$ cat config.mk
export PLATFORM = sky130hd
export DESIGN_NAME = gc_rx_decoder
export DESIGN_NICKNAME = d
export VERILOG_FILES = /design/src/rtl/gc_pkg.sv /design/src/rtl/gc_line_sync.sv /design/src/rtl/gc_rx_decoder.sv
export SDC_FILE = /design/constraint.sdc
export NUM_CORES = 1
export LEC_CHECK = 0
export ABC_AREA = 1
export CAP_MARGIN = 5
export CORE_MARGIN = 2
export CORE_UTILIZATION = 41
export CTS_CLUSTER_DIAMETER = 80
export CTS_CLUSTER_SIZE = 20
export DETAILED_ROUTE_END_ITERATION = 10
export GPL_TIMING_DRIVEN = 0
export PLACE_DENSITY_LB_ADDON = 0.1
export SYNTH_ARGS = -nofsm -noshare
export SYNTH_HDL_FRONTEND = slang
export SYNTH_SLANG_ARGS = --single-unit
$ cat constraint.sdc
create_clock -name clk -period 3 [get_ports clk]
set_input_delay 0.3 -clock clk [delete_from_list [all_inputs] [get_ports clk]]
set_output_delay 0.3 -clock clk [all_outputs]
set_load 0.02 [all_outputs]
$ cat src/rtl/gc_pkg.sv
// Shared constants, encodings and helpers for the GameCube reply receiver.
package gc_pkg;

  // Reply lengths in data bits, excluding the stop bit
  localparam int GC_LEN_PROBE  = 24;
  localparam int GC_LEN_ORIGIN = 80;
  localparam int GC_LEN_POLL   = 64;
  localparam int GC_MAX_BITS   = 80;

  // connection_type encodings; anything else is treated as a poll
  localparam logic [2:0] CT_PROBE  = 3'd0;
  localparam logic [2:0] CT_ORIGIN = 3'd1;
  localparam logic [2:0] CT_POLL   = 3'd2;

  // Default timing at 60 MHz: 2 us sample point, 8 us stuck-low, 100 us timeout
  localparam int GC_SAMPLE_CLKS  = 120;
  localparam int GC_BIT_MAX_CLKS = 480;
  localparam int GC_TIMEOUT_CLKS = 6000;

  typedef enum logic [2:0] {
    IDLE,
    WAIT_EDGE,
    SAMPLE,
    WAIT_HIGH,
    STOP
  } gcRxState_t;

  // Expected reply length for a given connection type
  function automatic logic [6:0] gcReplyLen(input logic [2:0] connType);
    logic [6:0] len;
    case (connType)
      CT_PROBE:  len = 7'(GC_LEN_PROBE);
      CT_ORIGIN: len = 7'(GC_LEN_ORIGIN);
      default:   len = 7'(GC_LEN_POLL);
    endcase
    return len;
  endfunction

  // Mask keeping only the low 'len' bits of a full-width frame
  function automatic logic [GC_MAX_BITS-1:0] gcLenMask(input logic [6:0] len);
    logic [GC_MAX_BITS-1:0] mask;
    mask = '0;
    for (int i = 0; i < GC_MAX_BITS; i++) begin
      mask[i] = (i < int'(len));
    end
    return mask;
  endfunction

endpackage

$ cat src/rtl/gc_line_sync.sv
// Two-flop synchroniser for the open-drain GC data line plus edge strobes.
// All flops reset to 1 because the idle line is pulled high.
module gc_line_sync (
  input  logic clk,
  input  logic rst_n,
  input  logic i_async,
  output logic o_line,
  output logic o_fall,
  output logic o_rise
);

  logic r_meta;
  logic r_sync;
  logic r_prev;

  // Bring the pin into the clock domain and keep one delayed copy for edges
  always_ff @(posedge clk or negedge rst_n) begin
    if (!rst_n) begin
      r_meta <= 1'b1;
      r_sync <= 1'b1;
      r_prev <= 1'b1;
    end else begin
      r_meta <= i_async;
      r_sync <= r_meta;
      r_prev <= r_sync;
    end
  end

  assign o_line = r_sync;
  assign o_fall = r_prev & ~r_sync;
  assign o_rise = ~r_prev & r_sync;

endmodule

$ cat src/rtl/gc_rx_decoder.sv
// GameCube controller reply receiver: mid-bit samples each 4 us cell after
// the poll generator releases the line, checks the stop bit and publishes
// the frame together with the decoded poll fields.
module gc_rx_decoder
  import gc_pkg::*;
#(
  parameter int SAMPLE_CLKS  = GC_SAMPLE_CLKS,
  parameter int BIT_MAX_CLKS = GC_BIT_MAX_CLKS,
  parameter int TIMEOUT_CLKS = GC_TIMEOUT_CLKS
) (
  input  logic        clk,
  input  logic        rst_n,
  input  logic        gc_data_in,
  input  logic        gc_enable,
  input  logic [2:0]  connection_type,
  output logic        ready,
  output logic        rx_valid,
  output logic        rx_error,
  output logic [6:0]  rx_len,
  output logic [79:0] rx_data,
  output logic [15:0] buttons,
  output logic [7:0]  stick_x,
  output logic [7:0]  stick_y,
  output logic [7:0]  cstick_x,
  output logic [7:0]  cstick_y,
  output logic [7:0]  trig_l,
  output logic [7:0]  trig_r
);

  localparam int CELL_W = $clog2(BIT_MAX_CLKS);
  localparam int WAIT_W = $clog2(TIMEOUT_CLKS);

  logic w_line;
  logic w_lineFall;
  logic w_lineRise;

  gc_line_sync u_lineSync (
    .clk     (clk),
    .rst_n   (rst_n),
    .i_async (gc_data_in),
    .o_line  (w_line),
    .o_fall  (w_lineFall),
    .o_rise  (w_lineRise)
  );

  gcRxState_t        r_state;
  logic              r_enPrev;
  logic              r_stopLow;
  logic [6:0]        r_expLen;
  logic [6:0]        r_bitCnt;
  logic [WAIT_W-1:0] r_waitCnt;
  logic [CELL_W-1:0] r_cellCnt;
  logic [79:0]       r_shreg;
  logic [79:0]       r_rxData;
  logic [6:0]        r_rxLen;
  logic [15:0]       r_buttons;
  logic [7:0]        r_stickX;
  logic [7:0]        r_stickY;
  logic [7:0]        r_cstickX;
  logic [7:0]        r_cstickY;
  logic [7:0]        r_trigL;
  logic [7:0]        r_trigR;
  logic              r_ready;
  logic              r_rxValid;
  logic              r_rxError;

  logic w_arm;
  logic w_abort;
  logic w_timeout;
  logic w_cellMax;
  logic w_sampleNow;
  logic w_goodDone;
  logic w_badDone;

  assign w_arm       = gc_enable & ~r_enPrev;
  assign w_abort     = ~gc_enable & (r_state != IDLE);
  assign w_timeout   = (r_waitCnt == WAIT_W'(TIMEOUT_CLKS - 1));
  assign w_cellMax   = (r_cellCnt == CELL_W'(BIT_MAX_CLKS - 1));
  assign w_sampleNow = (r_cellCnt == CELL_W'(SAMPLE_CLKS - 1));

  // Decide whether this cycle finishes the frame well or badly (abort is handled separately)
  always_comb begin
    w_goodDone = 1'b0;
    w_badDone  = 1'b0;
    case (r_state)
      WAIT_EDGE: w_badDone = ~w_lineFall & w_timeout;
      WAIT_HIGH: w_badDone = ~w_line & w_cellMax;
      STOP: begin
        if (r_stopLow) begin
          w_goodDone = w_lineRise;
          w_badDone  = ~w_lineRise & w_cellMax;
        end else begin
          w_badDone  = ~w_lineFall & w_timeout;
        end
      end
      default: begin
        w_goodDone = 1'b0;
        w_badDone  = 1'b0;
      end
    endcase
  end

  // Receiver FSM: abort beats completion, completion beats normal cell sequencing
  always_ff @(posedge clk or negedge rst_n) begin
    if (!rst_n) begin
      r_state   <= IDLE;
      r_enPrev  <= 1'b1;
      r_stopLow <= 1'b0;
      r_expLen  <= '0;
      r_bitCnt  <= '0;
      r_waitCnt <= '0;
      r_cellCnt <= '0;
      r_shreg   <= '0;
      r_rxData  <= '0;
      r_rxLen   <= '0;
      r_buttons <= '0;
      r_stickX  <= '0;
      r_stickY  <= '0;
      r_cstickX <= '0;
      r_cstickY <= '0;
      r_trigL   <= '0;
      r_trigR   <= '0;
      r_ready   <= 1'b0;
      r_rxValid <= 1'b0;
      r_rxError <= 1'b0;
    end else begin
      r_enPrev  <= gc_enable;
      r_ready   <= 1'b0;
      r_rxValid <= 1'b0;
      r_rxError <= 1'b0;
      if (w_abort) begin
        r_state <= IDLE;
      end else if (w_goodDone) begin
        r_rxData  <= r_shreg & gcLenMask(r_expLen);
        r_rxLen   <= r_expLen;
        if (r_expLen == 7'(GC_LEN_POLL)) begin
          r_buttons <= r_shreg[63:48];
          r_stickX  <= r_shreg[47:40];
          r_stickY  <= r_shreg[39:32];
          r_cstickX <= r_shreg[31:24];
          r_cstickY <= r_shreg[23:16];
          r_trigL   <= r_shreg[15:8];
          r_trigR   <= r_shreg[7:0];
        end
        r_ready   <= 1'b1;
        r_rxValid <= 1'b1;
        r_state   <= IDLE;
      end else if (w_badDone) begin
        r_ready   <= 1'b1;
        r_rxError <= 1'b1;
        r_state   <= IDLE;
      end else begin
        case (r_state)
          IDLE: begin
            if (w_arm) begin
              r_expLen  <= gcReplyLen(connection_type);
              r_shreg   <= '0;
              r_bitCnt  <= '0;
              r_waitCnt <= '0;
              r_state   <= WAIT_EDGE;
            end
          end
          WAIT_EDGE: begin
            if (w_lineFall) begin
              r_cellCnt <= '0;
              r_state   <= SAMPLE;
            end else begin
              r_waitCnt <= r_waitCnt + 1'b1;
            end
          end
          SAMPLE: begin
            r_cellCnt <= r_cellCnt + 1'b1;
            if (w_sampleNow) begin
              r_shreg  <= {r_shreg[78:0], w_line};
              r_bitCnt <= r_bitCnt + 1'b1;
              r_state  <= WAIT_HIGH;
            end
          end
          WAIT_HIGH: begin
            if (w_line) begin
              r_waitCnt <= '0;
              r_stopLow <= 1'b0;
              r_state   <= (r_bitCnt == r_expLen) ? STOP : WAIT_EDGE;
            end else begin
              r_cellCnt <= r_cellCnt + 1'b1;
            end
          end
          STOP: begin
            if (!r_stopLow) begin
              if (w_lineFall) begin
                r_stopLow <= 1'b1;
                r_cellCnt <= '0;
              end else begin
                r_waitCnt <= r_waitCnt + 1'b1;
              end
            end else begin
              r_cellCnt <= r_cellCnt + 1'b1;
            end
          end
          default: r_state <= IDLE;
        endcase
      end
    end
  end

  assign ready    = r_ready;
  assign rx_valid = r_rxValid;
  assign rx_error = r_rxError;
  assign rx_len   = r_rxLen;
  assign rx_data  = r_rxData;
  assign buttons  = r_buttons;
  assign stick_x  = r_stickX;
  assign stick_y  = r_stickY;
  assign cstick_x = r_cstickX;
  assign cstick_y = r_cstickY;
  assign trig_l   = r_trigL;
  assign trig_r   = r_trigR;

endmodule

Word-level counts from Yosys, hierarchy flattened

Cells that the tools add are included.

Mux-type cells: 40
Reduce and logical (&&, ||, !) cells: 15
Eq/ne operators: 20
Magnitude comparators: 80
Add/sub/neg operators: 3
Bitwise operators: 17

Operators by type and width:

| cell                  | number |
|---|---|
| $lt 6x7->1 const A    | 32 |
| $mux 80               | 2 |
| $pmux 80 s2           | 1 |
| $lt 5x7->1 const A    | 16 |
| $lt 7x7->1 const A    | 16 |
| $and 80x80->80        | 1 |
| $lt 4x7->1 const A    | 8 |
| $mux 13               | 4 |
| $pmux 13 s4           | 1 |
| $pmux 9 s4            | 1 |
| $lt 3x7->1 const A    | 4 |
| $pmux 7 s2            | 2 |
| $mux 9                | 3 |
| $mux 3                | 8 |
| $reduce_and 5->1      | 4 |
| $ne 5x5->1 const B    | 3 |
| $pmux 3 s5            | 1 |
| $lt 1x7->1 const A    | 2 |
| $lt 2x7->1 const A    | 2 |
| $mux 7                | 2 |
| $add 13x1->13 const B | 1 |
| $eq 13x13->1 const B  | 1 |
| $mux 1                | 13 |
| $add 9x1->9 const B   | 1 |
| 24 further kinds      | 46 |

Word-level logic and storage cells: 198
Register bits: 278
Input port bits: 7

Longest topological paths before layout

Depth after elaboration: 9
Mapped depth: 13
Gate-level depth less buffers: 12

By module

Synthesis repeated with hierarchy kept, for this count alone.

Cell total of the unflattened synthesis: 1304
Area, all modules: 11339.6 um^2

By module, submodules not included:

| module        | cells an instance | times used | area each (um^2) |
|---|---|---|---|
| gc_rx_decoder | 1297              | 1          | 11245.8 |
| gc_line_sync  | 7                 | 1          | 93.8 |

Worst setup path after synthesis

OpenSTA, ideal clock, no wires.

Path kind: flip-flop to flip-flop
Start point: register r_cellCnt[0]
End point: register r_waitCnt[7]
Cell stages (with the launch flop): 13
Required time: 2883 ps
Data arrival time: 1721 ps
Setup time: 117 ps
Clock period less this slack: 1838 ps
Path slack: 1162 ps
Path through: dfrtp_1 > ha_1 > nand2_1 > nor2_1 > nand2_1 > nor2_1 > nand2_1 > nand2_1 > nor2_2 > nand3_1 > buf_2 > nand2_1 > nand2_1

Word-level cells in the longest chain between the ends: 6
Elaborated cells on any way between the ends: 7
Those cells by class: 1 x eq/ne; 2 x mux; 3 x bitwise; 1 x reduce/logical

Ends and longest elaborated chain:

| what                                  | line                 | text |
|---|---|---|
| from (decl)                           | gc_rx_decoder.sv:52  | `logic [CELL_W-1:0] r_cellCnt;` |
| from (signal assigned)                | gc_rx_decoder.sv:172 | `r_cellCnt <= r_cellCnt + 1'b1;` |
| from (signal assigned)                | gc_rx_decoder.sv:185 | `r_cellCnt <= r_cellCnt + 1'b1;` |
| from (signal assigned)                | gc_rx_decoder.sv:197 | `r_cellCnt <= r_cellCnt + 1'b1;` |
| $eq 9x9->1 (*)                        | gc_rx_decoder.sv:78  | `assign w_cellMax = (r_cellCnt == CELL_W'(BIT_MAX_CLKS - 1));` |
| $and 1x1->1                           | gc_rx_decoder.sv:91  | `w_badDone = ~w_lineRise & w_cellMax;` |
| $mux 1                                | gc_rx_decoder.sv:89  | `if (r_stopLow) begin` |
| $pmux 1 s3 (*)                        | gc_rx_decoder.sv:85  | `case (r_state)` |
| $not 1->1 (no source line) (*)        | n/a                  |  |
| $reduce_and 7->1 (no source line) (*) | n/a                  |  |
| to (signal assigned)                  | gc_rx_decoder.sv:168 | `r_waitCnt <= r_waitCnt + 1'b1;` |
| to (signal assigned)                  | gc_rx_decoder.sv:194 | `r_waitCnt <= r_waitCnt + 1'b1;` |
| to (decl)                             | gc_rx_decoder.sv:51  | `logic [WAIT_W-1:0] r_waitCnt;` |

Every way passes the cells marked *; elsewhere a longest branch is shown, timed or not.
A chain may end at the register's enable or synchronous reset.

Worst setup path in the final report

Start point: register r_state[0]
End point: register r_trigL[1] (netlist: trig_l[1])

Word-level cells in the longest chain between the ends: 4
Elaborated cells on any way between the ends: 6
Those cells by class: 1 x eq/ne; 1 x mux; 2 x bitwise; 2 x reduce/logical

Ends and longest elaborated chain:

| what                                  | line                 | text |
|---|---|---|
| from (decl)                           | gc_rx_decoder.sv:46  | `gcRxState_t r_state;` |
| from (signal assigned)                | gc_rx_decoder.sv:183 | `r_state <= (r_bitCnt == r_expLen) ? STOP : WAIT_EDGE;` |
| $reduce_bool 3->1                     | gc_rx_decoder.sv:76  | `assign w_abort = ~gc_enable & (r_state != IDLE);` |
| $and 1x1->1                           | gc_rx_decoder.sv:76  |  |
| $not 1->1 (no source line)            | n/a                  |  |
| $reduce_and 3->1 (no source line) (*) | n/a                  |  |
| to (signal assigned)                  | gc_rx_decoder.sv:142 | `r_trigL <= r_shreg[15:8];` |
| to (decl)                             | gc_rx_decoder.sv:61  | `logic [7:0] r_trigL;` |

Marks and branches as above.

==> impl_metrics.tcl <==
set metrics [dict create \
    synth_edf_count 0 \
    synth_top_area_cell "dfrtp_1" \
    period_needed_ps 2510 \
    yosysWarnings 0 \
    cp_data_required_time_ps 3370 \
    cts_buffers 18 \
    grt_pass1_vias 8636 \
    antenna_found_initial 0 \
    grt_max_degree 115 \
    htree_levels 1 \
    cts_tree "done" \
    clock_skew_ps 15.9 \
    row_count 61 \
    grt_usage_pct 19.8 \
    layout-drive-gt1-share_pct 7.26 \
    power_mw 7.99 \
    p_int_mw 5.34 \
    route.detailed.drc 0 \
    syn-instance-count 1262 \
    synth_cell_type_count 31 \
    coreArea_um2 27600 \
    whs_path_depth 1 \
    yosysMostFrequentCell "nand2_1" \
    antennaDiodeCount 0 \
    placed_cells 1801 \
    finalCoreUtilization_pct 51.0 \
    outcome "finished clean" \
    die-area_um2 29200 \
    clock_latency_ps 500 \
    crit_type "reg -> reg" \
    netSwitchingFraction_pct 33.2 \
    totalWireLength_um 28800 \
    hold_start "gc_data_in" \
    worstMarginPinSlew_ps 715 \
    clk_path_buf_depth 3 \
    p_switching_mw 2.65 \
    leakage_nw 6.15 \
    yosys_most_used_dff "dfrtp_1" \
    setup_viol_count_final 0 \
    r2r-end "trig_l[1]$_DFFE_PN0P_" \
    grt_first_pass_wirelength_um 46500 \
    synth_seq_cells 270 \
    multiInputGateArea_um2 3870 \
    pre_cts_slack_ps 325 \
    first_pass_iters 7 \
    vias_per_cell 5.01 \
    worst_slack_ps 492 \
    dp.final_hpwl_um 20200 \
    slew_violations 0 \
    start_util_pct 41.4 \
    instances_no_fill 1825 \
    cp_max_fo 10 \
    reg2reg_slack_ps 490 \
    power_density_nw_per_um2 569 \
    portBuffers 156 \
    syn_to_final_growth_pct 23.1 \
    synthDominantCellAreaShare_pct 58.4 \
    post_drt_wl_per_cell_um 15.8 \
    post-route-period-util_pct 83.6 \
    fin_nets 1455 \
    r2r-start "r_state[0]$_DFFE_PN0P_" \
    post_cts_buffers 0 \
    synth.area.top_cells "dfrtp_1, nand2_1, o21ai_0" \
    place_congestion 0.887 \
    start_kind "flip-flop" \
    ios 161 \
    cap_violations 0 \
    die_y_um 171 \
    maxSlewHeadroom_pct 52.0 \
    hold_path_class "in -> reg" \
    clkPwrFrac_pct 30.5 \
    synth_common_cells "nand2_1, dfrtp_1, o21ai_0" \
    synth-seq-area-share_pct 59.3 \
    cts_root_buf "clkbuf_16" \
    critPathArrivalTime_ps 2870 \
    drt_iter0_drc 819 \
    vias 9138 \
    vdd_drop_max_v 0.000374 \
    combPwrFrac_pct 21.6 \
    clk_pin_slew_ps 80 \
    rsz0062_at_grt "no" \
    postSynth.asyncResetShare_pct 100 \
    rr_worst_depth 12 \
    synth_area_per_cell_um2 9.04 \
    hold_viol_final 0 \
    end_kind "flip-flop" \
    die_x_um 171 \
    postRouteAntennaNets 0 \
    min_to "u_lineSync.r_meta$_DFF_PN1_" \
    seq_area_um2 6760 \
    critPathLaunch "r_state[0]$_DFFE_PN0P_" \
    clock-sinks 270 \
    fillers 2614 \
    overflow 0 \
    syn_area_um2 11400 \
    ctsResizeCount 0 \
    p_seq_share_pct 47.9 \
    ctsHoldBuffers 1 \
    max_freq_ghz 0.399 \
]
[stage by stage]
stage / setup TNS [ps] / area (um2) / hold WS [ps]
final: 0 / 14000 / 195
after global routing: 0 / 14000 / 203
after CTS: 0 / 14000 / 180
after detailed placement: 0 / 13500 / 240
after global placement: -2715650 / 13500 / 353
after floorplan: 0 / 11400 / 4.41
[power groups by stage]
stage	clock (mW)	sequential (mW)	combinational [mW]
6_report	2.44	3.82	1.73
5_1_grt	2.65	3.84	1.92
4_1_cts	2.51	3.82	1.73
3_5_place_dp	0	3.90	1.73
3_3_place_gp	0	3.90	1.72
2_1_floorplan	0	3.87	1.20
[critical path, cell delays in order (launching register included)]
cell and delay, ps:
dfrtp_1 330, buf_4 160, inv_2 30, nand2_1 110
nor2_2 60, nor2_1 210, inv_1 120, nand2_2 230
inv_2 100, nand3_1 100, buf_2 300, clkbuf_1 440
o21ai_0 170
[cell families after synthesis]
| family | after synthesis | share of synthesized area, % |
|---|---|---|
| simple gates | 539 | 19.5 |
| flops | 270 | 59.3 |
| compound gates | 258 | 13.4 |
| buf+inv | 184 | 6.88 |
| xor+xnor | 6 | 0.461 |
| fa+ha+maj | 4 | 0.439 |
| other cells | 1 | 0.0329 |
[worst max-delay path by stage]
stage,endpoint,cells after the start
final,trig_l[1]$_DFFE_PN0P_,12
after floorplan,r_waitCnt[7]$_DFFE_PN0P_,12
after global placement,r_waitCnt[5]$_DFFE_PN0P_,1
after global routing,trig_l[3]$_DFFE_PN0P_,12
after CTS,cstick_y[0]$_DFFE_PN0P_,12
after detailed placement,trig_l[0]$_DFFE_PN0P_,9
[cell type report]
class	count	share of cell area, %
well taps	378	3.37
repair buffers	159	11.6
inverters	117	3.13
flip-flops and latches	270	48.1
multi-input cells	811	27.6
clock buffers	20	3.48
clock inverters	3	0.241
plain buffers	67	2.46
[metal layers]
metal  track usage [%]  wire [um]  vias up
li1                  -          -     4479
met1              29.1      13500     4393
met2              31.3      13200      227
met3              2.73       1420       39
met4              4.61        630        0
met5                 0          0        -
[state kept, by name, indices dropped and copies added, names as in the netlist]
signal,count
r_cellCnt,9
r_waitCnt,13
rx_error,1
r_bitCnt,7
cstick_y,8
cstick_x,8
ready,1
trig_l,8
stick_x,8
r_shreg,80
buttons,16
rx_len,3
r_expLen,3
u_lineSync.o_line,1
r_enPrev,1
u_lineSync.r_prev,1
u_lineSync.r_meta,1
rx_data,80
trig_r,8
r_state,3
r_stopLow,1
rx_valid,1
stick_y,8
[cells in the final DEF (no fill, tap or decap), types with 22 or more instances in the layout]
cell	count
nand2_1	377
dfrtp_1	266
o21ai_0	166
clkdlybuf4s50_1	155
inv_1	111
nand3_1	67
nor2_1	56
o22ai_1	43
buf_2	27
clkbuf_1	26
nand4_1	23
o22ai_2	22
(Power assumes the default switching activity.)
